## config.mk

```make
export PLATFORM = sky130hd
export DESIGN_NAME = gb_oam_dma_flat
export DESIGN_NICKNAME = d
export VERILOG_FILES = /design/src/rtl/gb_oam_dma_if.sv /design/src/rtl/gb_oam_dma.sv /design/src/flat_wrapper.sv
export SDC_FILE = /design/constraint.sdc
export NUM_CORES = 1
export LEC_CHECK = 0
export ABC_CLOCK_PERIOD_IN_PS = 4400
export CAP_MARGIN = 20
export CORE_MARGIN = 4
export CORE_UTILIZATION = 40
export CTS_CLUSTER_DIAMETER = 30
export DETAILED_ROUTE_END_ITERATION = 12
export PLACE_DENSITY = 0.69
export SETUP_SLACK_MARGIN = 0.4
export SLEW_MARGIN = 30
export SYNTH_ARGS = -nofsm -noshare
export SYNTH_HDL_FRONTEND = slang
export SYNTH_SLANG_ARGS = --single-unit
export TNS_END_PERCENT = 20
```

## constraint.sdc

```tcl
create_clock -name clk_i -period 4.4 [get_ports clk_i]
set_clock_uncertainty 0.1 [all_clocks]
set_input_delay 1.1 -clock clk_i [delete_from_list [all_inputs] [get_ports clk_i]]
set_output_delay 1.1 -clock clk_i [all_outputs]
set_load 0.02 [all_outputs]
```

## src/rtl/gb_oam_dma_if.sv

```systemverilog
// OAM DMA bus bundle: CPU register port, source read bus and OAM write port.
// The master modport is the DMA engine; the slave modport is its environment
// (CPU register decode, memory bus controller and OAM).
interface gb_oam_dma_if;
  logic        reg_write;
  logic [7:0]  reg_din;
  logic [7:0]  reg_dout;
  logic        busy;
  logic        src_access;
  logic [15:0] src_address;
  logic [7:0]  src_data;
  logic        src_ready;
  logic        src_data_ready;
  logic        oam_write;
  logic [7:0]  oam_address;
  logic [7:0]  oam_data;

  modport master (
    input  reg_write, reg_din, src_data, src_ready, src_data_ready,
    output reg_dout, busy, src_access, src_address, oam_write, oam_address, oam_data
  );

  modport slave (
    output reg_write, reg_din, src_data, src_ready, src_data_ready,
    input  reg_dout, busy, src_access, src_address, oam_write, oam_address, oam_data
  );
endinterface

```

## src/rtl/gb_oam_dma.sv

```systemverilog
// OAM DMA engine behind $FF46: copies OamBytes bytes from source page XX00..
// into OAM, acting as a second initiator on the memory bus.
// Optional macro GB_OAM_DMA_MCYCLE_TIMING_EN locks each byte to a 4-ClkEn
// M-cycle (read issued on slot 0, OAM write on slot 3); without it the copy
// runs as fast as the bus handshake allows.
module gb_oam_dma #(
  parameter int unsigned OamBytes = 160,
  parameter logic [7:0]  EchoBase = 8'he0
) (
  input  logic         clk_i,
  input  logic         reset_n_i,
  input  logic         clk_en_i,
  gb_oam_dma_if.master bus
);

  typedef enum logic [2:0] {
    S_IDLE,
    S_START,
    S_REQ,
    S_WAIT,
    S_HOLD,
    S_WRITE
  } state_e;

  localparam logic [7:0] LastIndex = 8'(OamBytes - 1);

  state_e      state_q;
  state_e      capture_state_d;
  logic [7:0]  reg_dout_q;
  logic [7:0]  index_q;
  logic [7:0]  src_page_d;
  logic        busy_q;
  logic        src_access_q;
  logic [15:0] src_address_q;
  logic        oam_write_q;
  logic [7:0]  oam_address_q;
  logic [7:0]  oam_data_q;
`ifdef GB_OAM_DMA_MCYCLE_TIMING_EN
  logic [1:0]  slot_q;
`endif

  // Echo/OAM/IO source pages fold down by 'h20 so they read WRAM instead.
  assign src_page_d = (reg_dout_q < EchoBase) ? reg_dout_q : (reg_dout_q - 8'h20);

  // State to enter once read data is captured: straight to WRITE, or park
  // until the write slot of the M-cycle when slot timing is enabled.
  always_comb begin
    capture_state_d = S_WRITE;
`ifdef GB_OAM_DMA_MCYCLE_TIMING_EN
    if (slot_q != 2'd2) begin
      capture_state_d = S_HOLD;
    end
`endif
  end

  // Transfer FSM with registered bus/OAM outputs; everything holds while ClkEn is low.
  always_ff @(posedge clk_i) begin
    if (!reset_n_i) begin
      state_q       <= S_IDLE;
      reg_dout_q    <= 8'hff;
      index_q       <= 8'h00;
      busy_q        <= 1'b0;
      src_access_q  <= 1'b0;
      src_address_q <= 16'h0000;
      oam_write_q   <= 1'b0;
      oam_address_q <= 8'h00;
      oam_data_q    <= 8'h00;
`ifdef GB_OAM_DMA_MCYCLE_TIMING_EN
      slot_q        <= 2'd0;
`endif
    end else if (clk_en_i) begin
`ifdef GB_OAM_DMA_MCYCLE_TIMING_EN
      // The first read of a transfer lands on slot 0.
      slot_q <= (state_q == S_START) ? 2'd0 : (slot_q + 2'd1);
`endif
      if (bus.reg_write) begin
        // A write to $FF46 (re)starts the copy from any state; an in-flight
        // read is abandoned and a write already on the OAM port completes.
        reg_dout_q   <= bus.reg_din;
        index_q      <= 8'h00;
        busy_q       <= 1'b1;
        src_access_q <= 1'b0;
        oam_write_q  <= 1'b0;
        state_q      <= S_START;
      end else begin
        case (state_q)
          S_START: begin
            src_access_q  <= 1'b1;
            src_address_q <= {src_page_d, 8'h00};
            state_q       <= S_REQ;
          end
          S_REQ: begin
            if (bus.src_ready) begin
              src_access_q <= 1'b0;
              if (bus.src_data_ready) begin
                oam_data_q    <= bus.src_data;
                oam_address_q <= index_q;
                oam_write_q   <= (capture_state_d == S_WRITE);
                state_q       <= capture_state_d;
              end else begin
                state_q <= S_WAIT;
              end
            end
          end
          S_WAIT: begin
            if (bus.src_data_ready) begin
              oam_data_q    <= bus.src_data;
              oam_address_q <= index_q;
              oam_write_q   <= (capture_state_d == S_WRITE);
              state_q       <= capture_state_d;
            end
          end
`ifdef GB_OAM_DMA_MCYCLE_TIMING_EN
          S_HOLD: begin
            if (slot_q == 2'd2) begin
              oam_write_q <= 1'b1;
              state_q     <= S_WRITE;
            end
          end
`endif
          S_WRITE: begin
            oam_write_q <= 1'b0;
            if (index_q == LastIndex) begin
              busy_q  <= 1'b0;
              state_q <= S_IDLE;
            end else begin
              index_q       <= index_q + 8'd1;
              src_access_q  <= 1'b1;
              src_address_q <= {src_page_d, index_q + 8'd1};
              state_q       <= S_REQ;
            end
          end
          default: begin
          end
        endcase
      end
    end
  end

  assign bus.reg_dout    = reg_dout_q;
  assign bus.busy        = busy_q;
  assign bus.src_access  = src_access_q;
  assign bus.src_address = src_address_q;
  assign bus.oam_write   = oam_write_q;
  assign bus.oam_address = oam_address_q;
  assign bus.oam_data    = oam_data_q;

endmodule

```

## src/flat_wrapper.sv

```systemverilog
// flat-port wrapper written by rule: the top's interface ports become plain ports
module gb_oam_dma_flat 
#(
  parameter int unsigned OamBytes = 160,
  parameter logic [7:0]  EchoBase = 8'he0
)
  (clk_i, reset_n_i, clk_en_i, bus_reg_write, bus_reg_din, bus_src_data, bus_src_ready, bus_src_data_ready, bus_reg_dout, bus_busy, bus_src_access, bus_src_address, bus_oam_write, bus_oam_address, bus_oam_data);
  gb_oam_dma_if bus_i ();
  input  logic clk_i;
  input  logic reset_n_i;
  input  logic clk_en_i;
  input wire logic [$bits(bus_i.reg_write)-1:0] bus_reg_write;
  input wire logic [$bits(bus_i.reg_din)-1:0] bus_reg_din;
  input wire logic [$bits(bus_i.src_data)-1:0] bus_src_data;
  input wire logic [$bits(bus_i.src_ready)-1:0] bus_src_ready;
  input wire logic [$bits(bus_i.src_data_ready)-1:0] bus_src_data_ready;
  output wire logic [$bits(bus_i.reg_dout)-1:0] bus_reg_dout;
  output wire logic [$bits(bus_i.busy)-1:0] bus_busy;
  output wire logic [$bits(bus_i.src_access)-1:0] bus_src_access;
  output wire logic [$bits(bus_i.src_address)-1:0] bus_src_address;
  output wire logic [$bits(bus_i.oam_write)-1:0] bus_oam_write;
  output wire logic [$bits(bus_i.oam_address)-1:0] bus_oam_address;
  output wire logic [$bits(bus_i.oam_data)-1:0] bus_oam_data;
  assign bus_i.reg_write = bus_reg_write;
  assign bus_i.reg_din = bus_reg_din;
  assign bus_i.src_data = bus_src_data;
  assign bus_i.src_ready = bus_src_ready;
  assign bus_i.src_data_ready = bus_src_data_ready;
  assign bus_reg_dout = bus_i.reg_dout;
  assign bus_busy = bus_i.busy;
  assign bus_src_access = bus_i.src_access;
  assign bus_src_address = bus_i.src_address;
  assign bus_oam_write = bus_i.oam_write;
  assign bus_oam_address = bus_i.oam_address;
  assign bus_oam_data = bus_i.oam_data;
  gb_oam_dma #(.OamBytes(OamBytes), .EchoBase(EchoBase)) u_core (.clk_i(clk_i), .reset_n_i(reset_n_i), .clk_en_i(clk_en_i), .bus(bus_i));
endmodule
```

==> results of run 1 <==
==> worst register-to-register path: stages (launching register included) <==
cell and delay (ns):
sky130_fd_sc_hd__dfxtp_1 0.50, sky130_fd_sc_hd__ha_1 0.27, sky130_fd_sc_hd__and4_1 0.41, sky130_fd_sc_hd__nand2_4 0.15
sky130_fd_sc_hd__a311oi_4 0.45, sky130_fd_sc_hd__a2bb2o_1 0.21
==> how the worst max path moves through the flow <==
stage                             start                        end  slack (ns)
after global placement         clk_en_i     u_core.bus.oam_data[1]        1.34
after CTS                     reset_n_i          u_core.index_q[1]        1.63
after detailed placement      reset_n_i          u_core.index_q[1]        1.31
after floorplan           bus_reg_write  u_core.bus.src_address[0]        2.01
after global routing          reset_n_i          u_core.index_q[1]        1.48
final                         reset_n_i          u_core.index_q[1]        1.60
==> cell usage after synthesis (3+ instances only) <==
cell type and instances:
sky130_fd_sc_hd__dfxtp_1 54, sky130_fd_sc_hd__nand2_1 39, sky130_fd_sc_hd__nor2_1 28, sky130_fd_sc_hd__mux2i_1 17
sky130_fd_sc_hd__nand3_1 17, sky130_fd_sc_hd__a21oi_1 14, sky130_fd_sc_hd__buf_4 8, sky130_fd_sc_hd__o21ai_0 8
sky130_fd_sc_hd__clkbuf_1 6, sky130_fd_sc_hd__inv_1 6, sky130_fd_sc_hd__buf_6 4, sky130_fd_sc_hd__xnor2_1 4
sky130_fd_sc_hd__a211o_1 3, sky130_fd_sc_hd__a32oi_1 3, sky130_fd_sc_hd__buf_2 3, sky130_fd_sc_hd__nor3_1 3
==> registers in the layout (all words and copies together) (netlist names) <==
signal	cells
u_core.bus.busy	1
u_core.bus.oam_address	8
u_core.bus.oam_data	8
u_core.bus.oam_write	1
u_core.bus.reg_dout	8
u_core.bus.src_access	1
u_core.bus.src_address	16
u_core.index_q	8
u_core.state_q	3
==> layer usage <==
layer	vias to the layer above	GRT usage (%)	routed length, µm
li1	990	-	-
met4	0	5.324	61
met3	9	4.907	348
met1	925	19.61	2461
met2	58	24.96	2419
met5	-	0	0
==> area by class of cell <==
| type | instances | area (µm²) | area share (%) |
|---|---|---|---|
| multi-input cells | 174 | 1081 | 35.56 |
| repair buffers | 66 | 655.6 | 21.56 |
| flip-flops and latches | 54 | 1081 | 35.56 |
| clock inverters | 1 | 30.03 | 0.9877 |
| inverters | 7 | 26.28 | 0.8642 |
| clock buffers | 7 | 76.32 | 2.510 |
| well taps | 72 | 90.09 | 2.963 |
==> power groups by stage <==
stage	Combinational, mW	Sequential (mW)	Clock, mW
6_report	0.0952	0.509	0.324
5_1_grt	0.105	0.511	0.354
4_1_cts	0.0961	0.509	0.336
3_5_place_dp	0.0956	0.520	0
3_3_place_gp	0.0941	0.520	0
2_1_floorplan	0.0484	0.526	0
==> cells by family after synthesis <==
kind of cell             after synthesis
XOR/XNOR                               4
AND/OR/NAND/NOR                      102
adder cells (fa/ha/maj)                2
buffers and inverters                 29
multiplexers                          17
flip-flops                            54
AO/OA/AOI/OAI                         49
==> results.tsv, run 1 <==
metric	value	unit
EDFF count, synth	0	
post-synthesis sequential element count	54	
switching power	0.2107	mW
final period demand of the worst path	2.803	ns
starting utilization of the core area	41.89	%
Worst path slowest cell	sky130_fd_sc_hd__clkdlybuf4s50_1	
Worst Hold Slack	0.3582	ns
number of non-filler instances in the completed layout	381	
net switching share of the total power	22.71	%
area of all placed cells without fillers	3040	µm²
cell internal power dissipation	0.7169	mW
Worst Reg2Reg Path Length in Cells	5	
number of iterations in the first detailed-routing pass	4	
fraction of power consumed by combinational cells	10.3	%
simple-gate portion of the synthesized area	20.90	%
path length in cells of the critical path	4	
Required @ worst endpoint	4.55	ns
largest net degree at the start of global routing	34	
Largest stage delay, worst path	0.89	ns
Arrival @ worst endpoint	2.95	ns
endpoint of the worst hold path	u_core.bus.src_address[6]	
gr ovfl total	0	
Synth Instances	257	
TritonCTS Sinks	54	
DRC	0	
start point of the worst min-delay path	u_core.bus.src_address[6]	
share of the clock period used by the worst path	63.69	%
# port buffers	64	
post-synthesis sequential area ratio	46.30	%
launching element type of the critical path	input pin	
Detailed Route Iter0 Violations	97	
number of levels in the clock H-tree	2	
headroom to the max-slew limit	56.26	%
instance area at placement	2934	µm²
worst hold stages	2	
maximum clock path buffer count	2	
minimum setup slack among reg-to-reg paths	2.27	ns
leading area contributor after synthesis	sky130_fd_sc_hd__dfxtp_1	
upper clock frequency limit	356.8	MHz
total of cells resized after clock tree synthesis	0	
post-synth cell types	47	
horizontal extent of the die	84.40	µm
post-detailed-route wirelength per cell	13.88	µm
Routed Wire Length	5290	µm
full die area	7123	µm²
average instance area after synthesis	9.085	µm²
CTS clock-pin slew for the worst setup and hold paths	0.09	ns
number of nets in the layout	332	
Pwr per Cell Area	305.1	nW/µm²
Max Cap Violations	0	
final setup margin	1.597	ns
via count	1982	
combinational family with the most area after synthesis	simple AND/OR/NAND/NOR gates	
TritonCTS clock tree	built	
setup repair after global routing missed its margin	no	
Post CTS Setup Buffer Count	0	
Filler Cell Count	542	
area of the core	5574	µm²
Crit path buffers/inverters	2	
num ports	65	
synthesis-to-finish area growth	30.23	%
Crit Path Max Fanout	18	
Crit Path Category	input pin to flip-flop	
Synth Area in Compound Gates	15.54	%
half-perimeter wire length of the detailed placement result	3764	µm
cell area after synthesis	2335	µm²
post-synthesis share of cell area spent on full adders, half adders and majority gates	1.072	%
most common cell after layout, fill and taps aside	sky130_fd_sc_hd__clkdlybuf4s50_1	
max-slew violation count	0	
sequential group share of total power	54.9	%
total power draw	0.9277	mW
CP endpoint kind	flip-flop	
root buffer cell	sky130_fd_sc_hd__clkbuf_8	
global placer's final weighted congestion	0.7237	
number of hold-slack violations in the final timing report	0	
n_diodes	0	
setup slack after placement	1.313	ns
initial antenna violation count	0	
hold buffers post-CTS	0	
Post-Synth XOR/XNOR Area	1.501	%
Worst Tran Pin Value	0.6541	ns
Reg2Reg Launch Point	u_core.index_q[0]	
nets in the synthesized netlist	281	
Peak supply drop	0.2189	mV
Inserted Clock Buffers	5	
hold crit path type	flip-flop to flip-flop	
chain of cells forming the critical path	clkdlybuf4s50_1, clkinv_1, a311oi_4, a2bb2o_1	
Synth Warn #	0	
number of global-route vias before repair	1936	
final core area utilization	54.55	%
share of the synthesized area in the top cell type	46.30	%
fraction of layout cells with a size suffix above 1	4.854	%
flip-flop cell with the highest count after synthesis	sky130_fd_sc_hd__dfxtp_1	
Final setup viols	0	
Placed Cells	373	
Die Y-Extent	84.40	µm
mux cell area share after synthesis	7.288	%
final-layout setup total negative slack	0	ns
clock latency reported for the late side of the worst-skew pair	0.30	ns
relative contribution of the clock network to total power	34.9	%
share of synthesized flip-flops with an asynchronous set or reset	0	%
Reg2Reg Capture Point	u_core.index_q[1]	
outcome	complete, no violations	
vias per std cell	5.202	
leakage power total	1.121	nW
family with the most delay on the worst path	buffers and inverters	
cell types with the largest area share after synthesis	sky130_fd_sc_hd__dfxtp_1, sky130_fd_sc_hd__mux2i_1, sky130_fd_sc_hd__nand2_1	
GRT Resource Usage Total	15.48	%
DRT antenna net count	0	
most frequent cells in the layout	sky130_fd_sc_hd__clkdlybuf4s50_1, sky130_fd_sc_hd__dfxtp_1, sky130_fd_sc_hd__nand2_1, sky130_fd_sc_hd__nor2_1	
global-route wire length before repair	9066	µm
row cnt	27	
(Power assumes the default switching activity.)
==> run 2, diff against run 1 <==
Settings changed: ABC_CLOCK_PERIOD_IN_PS 4400 to 2620.
Clock period 4.4 ns to 2.62 ns, I/O delays scaled along.
==> run 2 against run 1 <==
Compared with the run above:
- clock power up 52%
- critical path type unchanged
- setup slack worse by 1.1 ns
- final area is 1.4% higher
- hold slack worse by 0.0011 ns
- wire length up 2.1%
- critical path depth rose by 1
- power increased by 63%
- final cell count up 1.3%
- sequential share of layout area decreased by 0.49 points
- non-clock buffer count is 5 higher
- core utilization up 0.76 points
- combinational power grew 75%
==> results.tsv, run 2 (synthesized netlist as in run 1, its figures left out) <==
metric	value	unit
outcome	complete, no violations	
GRT Resource Usage Total	15.95	%
Pwr per Cell Area	491.3	nW/µm²
instance area at placement	2984	µm²
Required @ worst endpoint	2.77	ns
setup repair after global routing missed its margin	yes	
row cnt	27	
global placer's final weighted congestion	0.7757	
gr ovfl total	0	
Inserted Clock Buffers	5	
initial antenna violation count	0	
minimum setup slack among reg-to-reg paths	0.51	ns
largest net degree at the start of global routing	34	
Worst path slowest cell	sky130_fd_sc_hd__clkdlybuf4s50_1	
Die Y-Extent	84.40	µm
hold crit path type	flip-flop to flip-flop	
most common cell after layout, fill and taps aside	sky130_fd_sc_hd__clkdlybuf4s50_1	
share of the clock period used by the worst path	81.88	%
full die area	7123	µm²
CP endpoint kind	flip-flop	
horizontal extent of the die	84.40	µm
family with the most delay on the worst path	simple AND/OR/NAND/NOR gates	
DRC	0	
num ports	65	
upper clock frequency limit	466.1	MHz
CTS clock-pin slew for the worst setup and hold paths	0.10	ns
setup slack after placement	0.1909	ns
total of cells resized after clock tree synthesis	0	
number of levels in the clock H-tree	2	
maximum clock path buffer count	2	
n_diodes	0	
max-slew violation count	0	
Crit path buffers/inverters	1	
post-detailed-route wirelength per cell	13.99	µm
Detailed Route Iter0 Violations	86	
half-perimeter wire length of the detailed placement result	3853	µm
area of the core	5574	µm²
Worst Tran Pin Value	0.4499	ns
Largest register FFs	16	
Final setup viols	0	
global-route wire length before repair	9397	µm
Placed Cells	378	
number of nets in the layout	337	
headroom to the max-slew limit	70.00	%
number of iterations in the first detailed-routing pass	4	
Worst path most repeated cell	sky130_fd_sc_hd__a211o_1	
Arrival @ worst endpoint	2.30	ns
via count	1966	
Post CTS Setup Buffer Count	0	
most frequent cells in the layout	sky130_fd_sc_hd__clkdlybuf4s50_1, sky130_fd_sc_hd__dfxtp_1, sky130_fd_sc_hd__nand2_1, sky130_fd_sc_hd__nor2_1	
TritonCTS Sinks	54	
TritonCTS clock tree	built	
vias per std cell	5.093	
hold buffers post-CTS	0	
root buffer cell	sky130_fd_sc_hd__clkbuf_8	
Crit Path Category	input pin to flip-flop	
chain of cells forming the critical path	clkdlybuf4s50_1, nand4bb_2, a211o_1, nor3_1, a211o_1	
number of hold-slack violations in the final timing report	0	
Crit Path Max Fanout	10	
# port buffers	64	
Routed Wire Length	5401	µm
leakage power total	1.143	nW
clock latency reported for the late side of the worst-skew pair	0.30	ns
launching element type of the critical path	input pin	
final setup margin	0.4747	ns
final-layout setup total negative slack	0	ns
Peak supply drop	0.3042	mV
Largest stage delay, worst path	0.51	ns
final period demand of the worst path	2.145	ns
synthesis-to-finish area growth	32.05	%
number of global-route vias before repair	1950	
Max Cap Violations	0	
DRT antenna net count	0	
fraction of layout cells with a size suffix above 1	7.006	%
starting utilization of the core area	41.89	%
number of non-filler instances in the completed layout	386	
area of all placed cells without fillers	3083	µm²
[run 2: cell count changes in the layout (fill, tap and decap cells not counted), sizes merged]
| cell | before | now |
|---|---|---|
| buf | 2 | 7 |
| bufinv | 1 | 0 |
| clkbuf | 7 | 6 |
| clkinvlp | 0 | 1 |
| inv | 6 | 7 |
[run 2: metrics by stage]
stage / hold WS [ns] / total power, mW / utilization (%)
5_1_grt: 0.3792 / 1.582 / 55.31
6_report: 0.3571 / 1.515 / 55.31
2_1_floorplan: 0.3455 / 0.9639 / -
3_5_place_dp: 0.3466 / 1.042 / 53.54
3_3_place_gp: 0.3419 / 1.039 / 53.54
4_1_cts: 0.3609 / 1.534 / 55.31
[run 2: final cells by class]
| class | instances | area [µm²] |
|---|---|---|
| fillers | 525 | 2491 |
| flip-flops and latches | 54 | 1081 |
| multi-input cells | 174 | 1081 |
| repair buffers | 71 | 705.7 |
| well taps | 72 | 90.09 |
| clock buffers | 6 | 82.58 |
| inverters | 7 | 26.28 |
| clock inverters | 2 | 16.27 |
[run 2: worst paths after layout]
kind,depth (start not counted),to,from
worst max-delay path,5,u_core.index_q[3],bus_reg_write
worst min register to register,2,u_core.bus.src_address[12],u_core.bus.src_address[12]
worst min-delay path,2,u_core.bus.src_address[12],u_core.bus.src_address[12]
worst max register to register,5,u_core.index_q[3],u_core.index_q[0]
[run 2: power by group]
group,internal (mW),switching [mW]
registers,0.839,0.0157
logic,0.0846,0.0827
clock network,0.218,0.275
total,1.14,0.373
[run 2: worst reg2reg max path: cells and delay by family, from the launching register on]
kind            cells  cell delay (ns)
fa+ha+maj           1             0.26
compound gates      2             0.65
simple gates        2             0.51
flops               1             0.49
[run 2: metal layers]
metal  global-route usage [%]  wire [µm]  part of all wire (%)
met2                    26.61       2481                    46
met3                    4.220        295                   5.5
met4                    4.317         64                   1.2
met1                    20.43       2559                    47
met5                        0          0                     0
